[src/rtl/sram_puf_reader_pkg.sv]
// Shared types and widths for the SRAM PUF read-side initiator.
// The state enum and PUF bus widths live here so the interface, top and bench agree.
package sram_puf_pkg;

    localparam int PUF_ADDR_W = 32;
    localparam int PUF_DATA_W = 8;

    typedef enum logic [2:0] {
        IDLE,
        RD_A,
        DRAIN_A,
        RD_B,
        DRAIN_B,
        DONE
    } state_t;

    // Width needed to count every differing bit of one region without saturation.
    function automatic int hd_width(input int num_bytes);
        return $clog2(num_bytes * PUF_DATA_W + 1);
    endfunction

endpackage

[src/rtl/sram_puf_reader_if.sv]
// Request, PUF read bus and response handshake of the SRAM PUF reader.
// master is the reader itself; slave is the controller/PUF-array side.
interface sram_puf_reader_if
    import sram_puf_pkg::*;
#(
    parameter int ADDR_W    = PUF_ADDR_W,
    parameter int DATA_W    = PUF_DATA_W,
    parameter int NUM_BYTES = 16
);

    localparam int HD_W = hd_width(NUM_BYTES);

    logic                        start;
    logic                        cmp_en;
    logic [ADDR_W-1:0]           base_a;
    logic [ADDR_W-1:0]           base_b;
    logic                        busy;

    logic [ADDR_W-1:0]           puf_addr;
    logic                        puf_re;
    logic [DATA_W-1:0]           puf_q;

    logic                        resp_valid;
    logic                        resp_ready;
    logic [NUM_BYTES*DATA_W-1:0] resp_data;
    logic [HD_W-1:0]             resp_hd;

    modport master (
        input  start, cmp_en, base_a, base_b, puf_q, resp_ready,
        output busy, puf_addr, puf_re, resp_valid, resp_data, resp_hd
    );

    modport slave (
        output start, cmp_en, base_a, base_b, puf_q, resp_ready,
        input  busy, puf_addr, puf_re, resp_valid, resp_data, resp_hd
    );

endinterface

[src/rtl/sram_puf_reader_popcount8.sv]
// Combinational ones-count of one byte, used to accumulate the A/B Hamming distance.
module popcount8 (
    input  logic [7:0] din,
    output logic [3:0] count
);

    always_comb begin
        count = '0;
        for (int i = 0; i < 8; i++) begin
            count = count + {3'b000, din[i]};
        end
    end

endmodule

[src/rtl/sram_puf_reader.sv]
// Sweeps region A (and optionally region B) of the PUF array, packs region A into a
// response word and accumulates the bitwise Hamming distance of B against A.
module sram_puf_reader
    import sram_puf_pkg::*;
#(
    parameter int ADDR_W    = PUF_ADDR_W,
    parameter int DATA_W    = PUF_DATA_W,
    parameter int NUM_BYTES = 16
) (
    input logic               clk,
    input logic               rst_n,
    sram_puf_reader_if.master bus
);

    localparam int HD_W  = hd_width(NUM_BYTES);
    localparam int IDX_W = (NUM_BYTES > 1) ? $clog2(NUM_BYTES) : 1;
    localparam logic [IDX_W-1:0] LAST_IDX = IDX_W'(NUM_BYTES - 1);

    state_t                      state, state_nxt;
    logic                        cmp_q;
    logic [ADDR_W-1:0]           base_a_q, base_b_q;
    logic [IDX_W-1:0]            issue_idx;
    logic                        s1_vld, s2_vld, s1_b, s2_b;
    logic [IDX_W-1:0]            s1_idx, s2_idx;
    logic [ADDR_W-1:0]           addr_q;
    logic                        re_q;
    logic [NUM_BYTES*DATA_W-1:0] data_q;
    logic [HD_W-1:0]             hd_q;
    logic [DATA_W-1:0]           stored_byte;
    logic [3:0]                  byte_hd;
    logic                        issuing, last_issue, pipe_empty, accept;
    logic                        busy_c, valid_c;

    always_comb begin
        issuing     = (state == RD_A) || (state == RD_B);
        last_issue  = issuing && (issue_idx == LAST_IDX);
        pipe_empty  = !s1_vld && !s2_vld;
        accept      = (state == IDLE) && bus.start;
        stored_byte = data_q[s2_idx*DATA_W +: DATA_W];
    end

    popcount8 u_popcount (
        .din   (bus.puf_q ^ stored_byte),
        .count (byte_hd)
    );

    always_ff @(posedge clk or negedge rst_n) begin
        if (!rst_n) state <= IDLE;
        else        state <= state_nxt;
    end

    always_comb begin
        state_nxt = state;
        busy_c    = 1'b0;
        valid_c   = 1'b0;
        case (state)
            IDLE:    if (bus.start) state_nxt = RD_A;
            RD_A:    begin busy_c = 1'b1; if (last_issue) state_nxt = DRAIN_A; end
            DRAIN_A: begin busy_c = 1'b1; if (pipe_empty) state_nxt = cmp_q ? RD_B : DONE; end
            RD_B:    begin busy_c = 1'b1; if (last_issue) state_nxt = DRAIN_B; end
            DRAIN_B: begin busy_c = 1'b1; if (pipe_empty) state_nxt = DONE; end
            DONE:    begin valid_c = 1'b1; if (bus.resp_ready) state_nxt = IDLE; end
            default: state_nxt = IDLE;
        endcase
    end

    // Issue side plus the two-stage tag pipe that lines up with the PUF's read latency.
    always_ff @(posedge clk or negedge rst_n) begin
        if (!rst_n) begin
            issue_idx <= '0;
            addr_q    <= '0;
            re_q      <= 1'b0;
            s1_vld    <= 1'b0;
            s1_idx    <= '0;
            s1_b      <= 1'b0;
            s2_vld    <= 1'b0;
            s2_idx    <= '0;
            s2_b      <= 1'b0;
        end else begin
            re_q   <= issuing;
            s1_vld <= issuing;
            s1_idx <= issue_idx;
            s1_b   <= (state == RD_B);
            s2_vld <= s1_vld;
            s2_idx <= s1_idx;
            s2_b   <= s1_b;
            if (issuing) begin
                addr_q    <= ((state == RD_B) ? base_b_q : base_a_q) + ADDR_W'(issue_idx);
                issue_idx <= last_issue ? '0 : issue_idx + 1'b1;
            end
        end
    end

    always_ff @(posedge clk or negedge rst_n) begin
        if (!rst_n) begin
            cmp_q    <= 1'b0;
            base_a_q <= '0;
            base_b_q <= '0;
            data_q   <= '0;
            hd_q     <= '0;
        end else if (accept) begin
            cmp_q    <= bus.cmp_en;
            base_a_q <= bus.base_a;
            base_b_q <= bus.base_b;
            hd_q     <= '0;
        end else if (s2_vld) begin
            if (s2_b) hd_q <= hd_q + HD_W'(byte_hd);
            else      data_q[s2_idx*DATA_W +: DATA_W] <= bus.puf_q;
        end
    end

    assign bus.puf_addr   = addr_q;
    assign bus.puf_re     = re_q;
    assign bus.busy       = busy_c;
    assign bus.resp_valid = valid_c;
    assign bus.resp_data  = data_q;
    assign bus.resp_hd    = hd_q;

endmodule

[src/flat_wrapper.sv]
// flat-port wrapper written by rule: the top's interface ports become plain ports
module sram_puf_reader_flat import sram_puf_pkg::*;
#(
    parameter int ADDR_W    = PUF_ADDR_W,
    parameter int DATA_W    = PUF_DATA_W,
    parameter int NUM_BYTES = 16
)
  (clk, rst_n, bus_start, bus_cmp_en, bus_base_a, bus_base_b, bus_puf_q, bus_resp_ready, bus_busy, bus_puf_addr, bus_puf_re, bus_resp_valid, bus_resp_data, bus_resp_hd);
  sram_puf_reader_if #(.ADDR_W(ADDR_W), .DATA_W(DATA_W), .NUM_BYTES(NUM_BYTES)) bus_i ();
  input logic clk;
  input logic rst_n;
  input wire logic [$bits(bus_i.start)-1:0] bus_start;
  input wire logic [$bits(bus_i.cmp_en)-1:0] bus_cmp_en;
  input wire logic [$bits(bus_i.base_a)-1:0] bus_base_a;
  input wire logic [$bits(bus_i.base_b)-1:0] bus_base_b;
  input wire logic [$bits(bus_i.puf_q)-1:0] bus_puf_q;
  input wire logic [$bits(bus_i.resp_ready)-1:0] bus_resp_ready;
  output wire logic [$bits(bus_i.busy)-1:0] bus_busy;
  output wire logic [$bits(bus_i.puf_addr)-1:0] bus_puf_addr;
  output wire logic [$bits(bus_i.puf_re)-1:0] bus_puf_re;
  output wire logic [$bits(bus_i.resp_valid)-1:0] bus_resp_valid;
  output wire logic [$bits(bus_i.resp_data)-1:0] bus_resp_data;
  output wire logic [$bits(bus_i.resp_hd)-1:0] bus_resp_hd;
  assign bus_i.start = bus_start;
  assign bus_i.cmp_en = bus_cmp_en;
  assign bus_i.base_a = bus_base_a;
  assign bus_i.base_b = bus_base_b;
  assign bus_i.puf_q = bus_puf_q;
  assign bus_i.resp_ready = bus_resp_ready;
  assign bus_busy = bus_i.busy;
  assign bus_puf_addr = bus_i.puf_addr;
  assign bus_puf_re = bus_i.puf_re;
  assign bus_resp_valid = bus_i.resp_valid;
  assign bus_resp_data = bus_i.resp_data;
  assign bus_resp_hd = bus_i.resp_hd;
  sram_puf_reader #(.ADDR_W(ADDR_W), .DATA_W(DATA_W), .NUM_BYTES(NUM_BYTES)) u_core (.clk(clk), .rst_n(rst_n), .bus(bus_i));
endmodule
[config.mk]
export PLATFORM = sky130hd
export DESIGN_NAME = sram_puf_reader_flat
export DESIGN_NICKNAME = d
export VERILOG_FILES = /design/src/rtl/sram_puf_reader_pkg.sv /design/src/rtl/sram_puf_reader_if.sv /design/src/rtl/sram_puf_reader_popcount8.sv /design/src/rtl/sram_puf_reader.sv /design/src/flat_wrapper.sv
export SDC_FILE = /design/constraint.sdc
export NUM_CORES = 1
export LEC_CHECK = 0
export ABC_AREA = 1
export BUFFER_PORTS_ARGS = -buffer_cell sky130_fd_sc_hd__clkbuf_2
export CAP_MARGIN = 20
export CORE_UTILIZATION = 35
export CTS_CLUSTER_DIAMETER = 50
export CTS_CLUSTER_SIZE = 24
export DETAILED_ROUTE_END_ITERATION = 6
export GPL_ROUTABILITY_DRIVEN = 0
export PLACE_DENSITY = 0.58
export SLEW_MARGIN = 20
export SYNTH_ARGS = -nofsm -noshare
export SYNTH_HDL_FRONTEND = slang
export SYNTH_HIERARCHICAL = 1
export SYNTH_SLANG_ARGS = --single-unit
[constraint.sdc]
create_clock -name clk -period 6.5 [get_ports clk]
set_input_delay 1.3 -clock clk [delete_from_list [all_inputs] [get_ports clk]]
set_output_delay 1.3 -clock clk [all_outputs]
set_load 0.01 [all_outputs]
==> flow_metrics.env <==
export IMPL_avgSynthCellArea_um2=7.81
export IMPL_first_iter_violations=1177
export IMPL_post_synth_top_count_cell="nand2_1"
export IMPL_track_usage_pct=24.0
export IMPL_yosysUniqueCellTypes=40
export IMPL_drc_errors=0
export IMPL_slowest_stage="dfrtp_1"
export IMPL_comb_power_share_pct=49.5
export IMPL_grt_pass1_wl_mm=69.8
export IMPL_grt_setup_unrepaired="false"
export IMPL_yosys_area_top_type="dfrtp_1"
export IMPL_yosysWarnings=6
export IMPL_io_pins=248
export IMPL_dp_slack_ns=0.895
export IMPL_via_per_inst=5.27
export IMPL_max_stage_delay_ns=0.66
export IMPL_fp_dieH_um=195
export IMPL_fmax_mhz=176
export IMPL_synthMuxAreaShare_pct=1.64
export IMPL_status="finished clean"
export IMPL_leakagePower_uw=0.00805
export IMPL_die_w_um=195
export IMPL_synthTopCellsByCount="nand2_1 (518), dfrtp_1 (252), o21ai_0 (163)"
export IMPL_switching_share_pct=47.5
export IMPL_synth_xor_area_share_pct=0.875
export IMPL_cp_arrival_ns=6.13
export IMPL_fin_cells=2372
export IMPL_cts_root_buf="clkbuf_16"
export IMPL_numCtsBuffers=36
export IMPL_maxCapViolations=0
export IMPL_synth_fa_ha_area_share_pct=2.46
export IMPL_htree_levels=2
export IMPL_vias=12500
export IMPL_finalHoldViolations=0
export IMPL_drive_gt1_share_pct=18.5
export IMPL_critPathRequiredTime_ns=6.93
export IMPL_worst_setup_path_type="flip-flop to flip-flop"
export IMPL_hold_path_class="flip-flop to flip-flop"
export IMPL_ctsHoldBuffers=0
export IMPL_io_buffers=247
export IMPL_diodes=0
export IMPL_min_period_ns=5.69
export IMPL_max_slew_worst_pin_slew_ns=1.12
export IMPL_clock_sinks=252
export IMPL_syn_to_final_growth_pct=21.6
export IMPL_register_area_um2=6310
export IMPL_netlist_area_um2=13000
export IMPL_cts_buffer_depth=3
export IMPL_antenna_left=0
export IMPL_setup_viol=0
export IMPL_syn_nets=1766
export IMPL_ys_ff_latch=252
export IMPL_synth_async_reset_ratio_pct=100
export IMPL_switching_power_uw=4600
export IMPL_cp_max_fo=22
export IMPL_power_total_uw=9680
export IMPL_fin_skew_ns=0.0166
export IMPL_synth_compound_area_share_pct=14.3
export IMPL_tns_ns=0
export IMPL_critPathCaptureType="flip-flop"
export IMPL_setup_ws_ns=0.805
export IMPL_fin_nets=1975
export IMPL_powerDensity_nw_per_um2=612
export IMPL_clkTransAtPathRegs_ns=0.06
export IMPL_start_util_pct=35.6
export IMPL_p_int_uw=5080
export IMPL_rows=70
export IMPL_synth_top_family_by_area="simple AND/OR/NAND/NOR gates"
export IMPL_syn_inst=1667
export IMPL_post_drt_wl_per_cell_um=19.1
export IMPL_cts_tree="built"
export IMPL_slew_violations=0
export IMPL_multi_input_area_um2=5790
export IMPL_peakVddDrop_v=0.000352
export IMPL_placed_cells=2306
export IMPL_cts_resized=0
export IMPL_slew_headroom_pct=25.3
export IMPL_clk_latency_ns=0.55
export IMPL_power_frac_clock_pct=21.0
export IMPL_die_area_um2=38000
export IMPL_grt_max_degree=139
export IMPL_seqPwrFrac_pct=29.5
export IMPL_grt_overflow_total=0
export IMPL_nFillCells=3723
export IMPL_postCtsSetupRepairBufs=0
export IMPL_antenna_found_initial=0
export IMPL_cpMostUsedCell="inv_1"
export IMPL_coreArea_um2=36600
export IMPL_dp_hpwl_mm=33.4
export IMPL_drtPass1Iterations=6
export IMPL_synth_edf_count=0
export IMPL_post_route_period_util_pct=87.6
export IMPL_totalWireLength_mm=45.3
export IMPL_synth_main_ff_cell="dfrtp_1"
export IMPL_ys_top_cells_by_area="dfrtp_1 (48%), nand2_1 (15%), o21ai_0 (6.3%), inv_1 (4.1%), nor2_1 (3.9%)"
export IMPL_grt_pass1_vias=11800
export IMPL_crit_path_start_kind="flip-flop"
export IMPL_yosysTopAreaCellShare_pct=48.4
export IMPL_synthSimpleGateAreaFrac_pct=25.2
export IMPL_ys_seq_area_share_pct=48.4
## cell type report
type / instances / share of cell area (%)
clock inverters: 23 / 1.68
flip-flops and latches: 252 / 39.8
well taps: 468 / 3.70
inverters: 151 / 3.59
clock buffers: 43 / 6.18
multi-input cells: 1177 / 36.5
repair buffers: 258 / 8.47
## layout by cell type (no fill, tap or decap), types with 26 or more instances in the layout
cell / instances
inv_1: 142
nand3_1: 93
dfrtp_1: 251
clkbuf_2: 246
nand4_1: 26
nor2_1: 133
clkbuf_16: 37
a21oi_1: 61
o21ai_0: 163
o21a_1: 33
nand2_1: 518
## state kept, by name, summed over array words and instances, names as in the netlist
name,count
u_core/base_a_q,32
u_core/base_b_q,32
u_core/bus.puf_addr,32
u_core/bus.puf_re,1
u_core/bus.resp_data,128
u_core/bus.resp_hd,8
u_core/cmp_q,1
u_core/issue_idx,4
u_core/s1_b,1
u_core/s1_idx,4
u_core/s2_b,1
u_core/s2_idx,4
u_core/s2_vld,1
u_core/state,3
## power groups by stage
stage,registers (uW),clock network [uW],logic [uW]
after floorplan,2730,0,3120
after global placement,2870,0,4640
after detailed placement,2870,0,4730
after CTS,2850,2090,4760
after global routing,2920,2150,5420
final,2850,2040,4790
## critical path, delay by kind of cell, from the launching register on
| kind | cells | cell delay (ns) |
|---|---|---|
| flip-flops | 1 | 0.66 |
| AND/OR/NAND/NOR | 6 | 0.63 |
| buffers and inverters | 7 | 0.89 |
| adder cells (fa/ha/maj) | 6 | 2.47 |
| XOR/XNOR | 1 | 0.20 |
| AO/OA/AOI/OAI | 5 | 0.74 |
## metrics by stage
stage / cell area [um^2] / utilization (%) / hold slack (ns)
2_1_floorplan: 13000 / - / 0.331
3_3_place_gp: 14600 / 39.8 / 0.332
3_5_place_dp: 14600 / 39.8 / 0.335
4_1_cts: 15800 / 43.2 / 0.349
5_1_grt: 15800 / 43.2 / 0.364
6_report: 15800 / 43.2 / 0.346
## per-layer routing
metal | track usage (%) | routed length [um] | part of all wire, % | up-vias
li1 | - | - | - | 5878
met4 | 11.1 | 1890 | 4.2 | 0
met2 | 37.7 | 20700 | 46 | 573
met3 | 3.96 | 3310 | 7.3 | 106
met5 | 0 | 0 | 0 | -
met1 | 32.5 | 19400 | 43 | 5933
## final timing paths
check	startpoint	to	slack, ns	depth (start not counted)
max in group asynchronous	rst_n	u_core/base_b_q[25]$_DFFE_PN0P_	4.43	2
setup reg to reg	u_core/s2_idx[2]$_DFF_PN0_	u_core/bus.resp_hd[6]$_DFFE_PN0P_	0.81	25
min in group asynchronous	rst_n	u_core/bus.resp_data[93]$_DFFE_PN0P_	0.81	1
hold / removal	u_core/s1_idx[3]$_DFF_PN0_	u_core/s2_idx[3]$_DFF_PN0_	0.35	0
setup / recovery	u_core/s2_idx[2]$_DFF_PN0_	u_core/bus.resp_hd[6]$_DFFE_PN0P_	0.81	25
hold reg to reg	u_core/s1_idx[3]$_DFF_PN0_	u_core/s2_idx[3]$_DFF_PN0_	0.35	0
## cells by family (layout without fill, tap and decap cells)
family / count (synthesis) / after routing
flip-flops: 252 / 252
adder cells (fa/ha/maj): 22 / 22
multiplexers: 21 / 21
AO/OA/AOI/OAI: 323 / 323
AND/OR/NAND/NOR: 798 / 798
buffers and inverters: 238 / 475
XOR/XNOR: 13 / 13
Power figures use the tool's default switching activity.
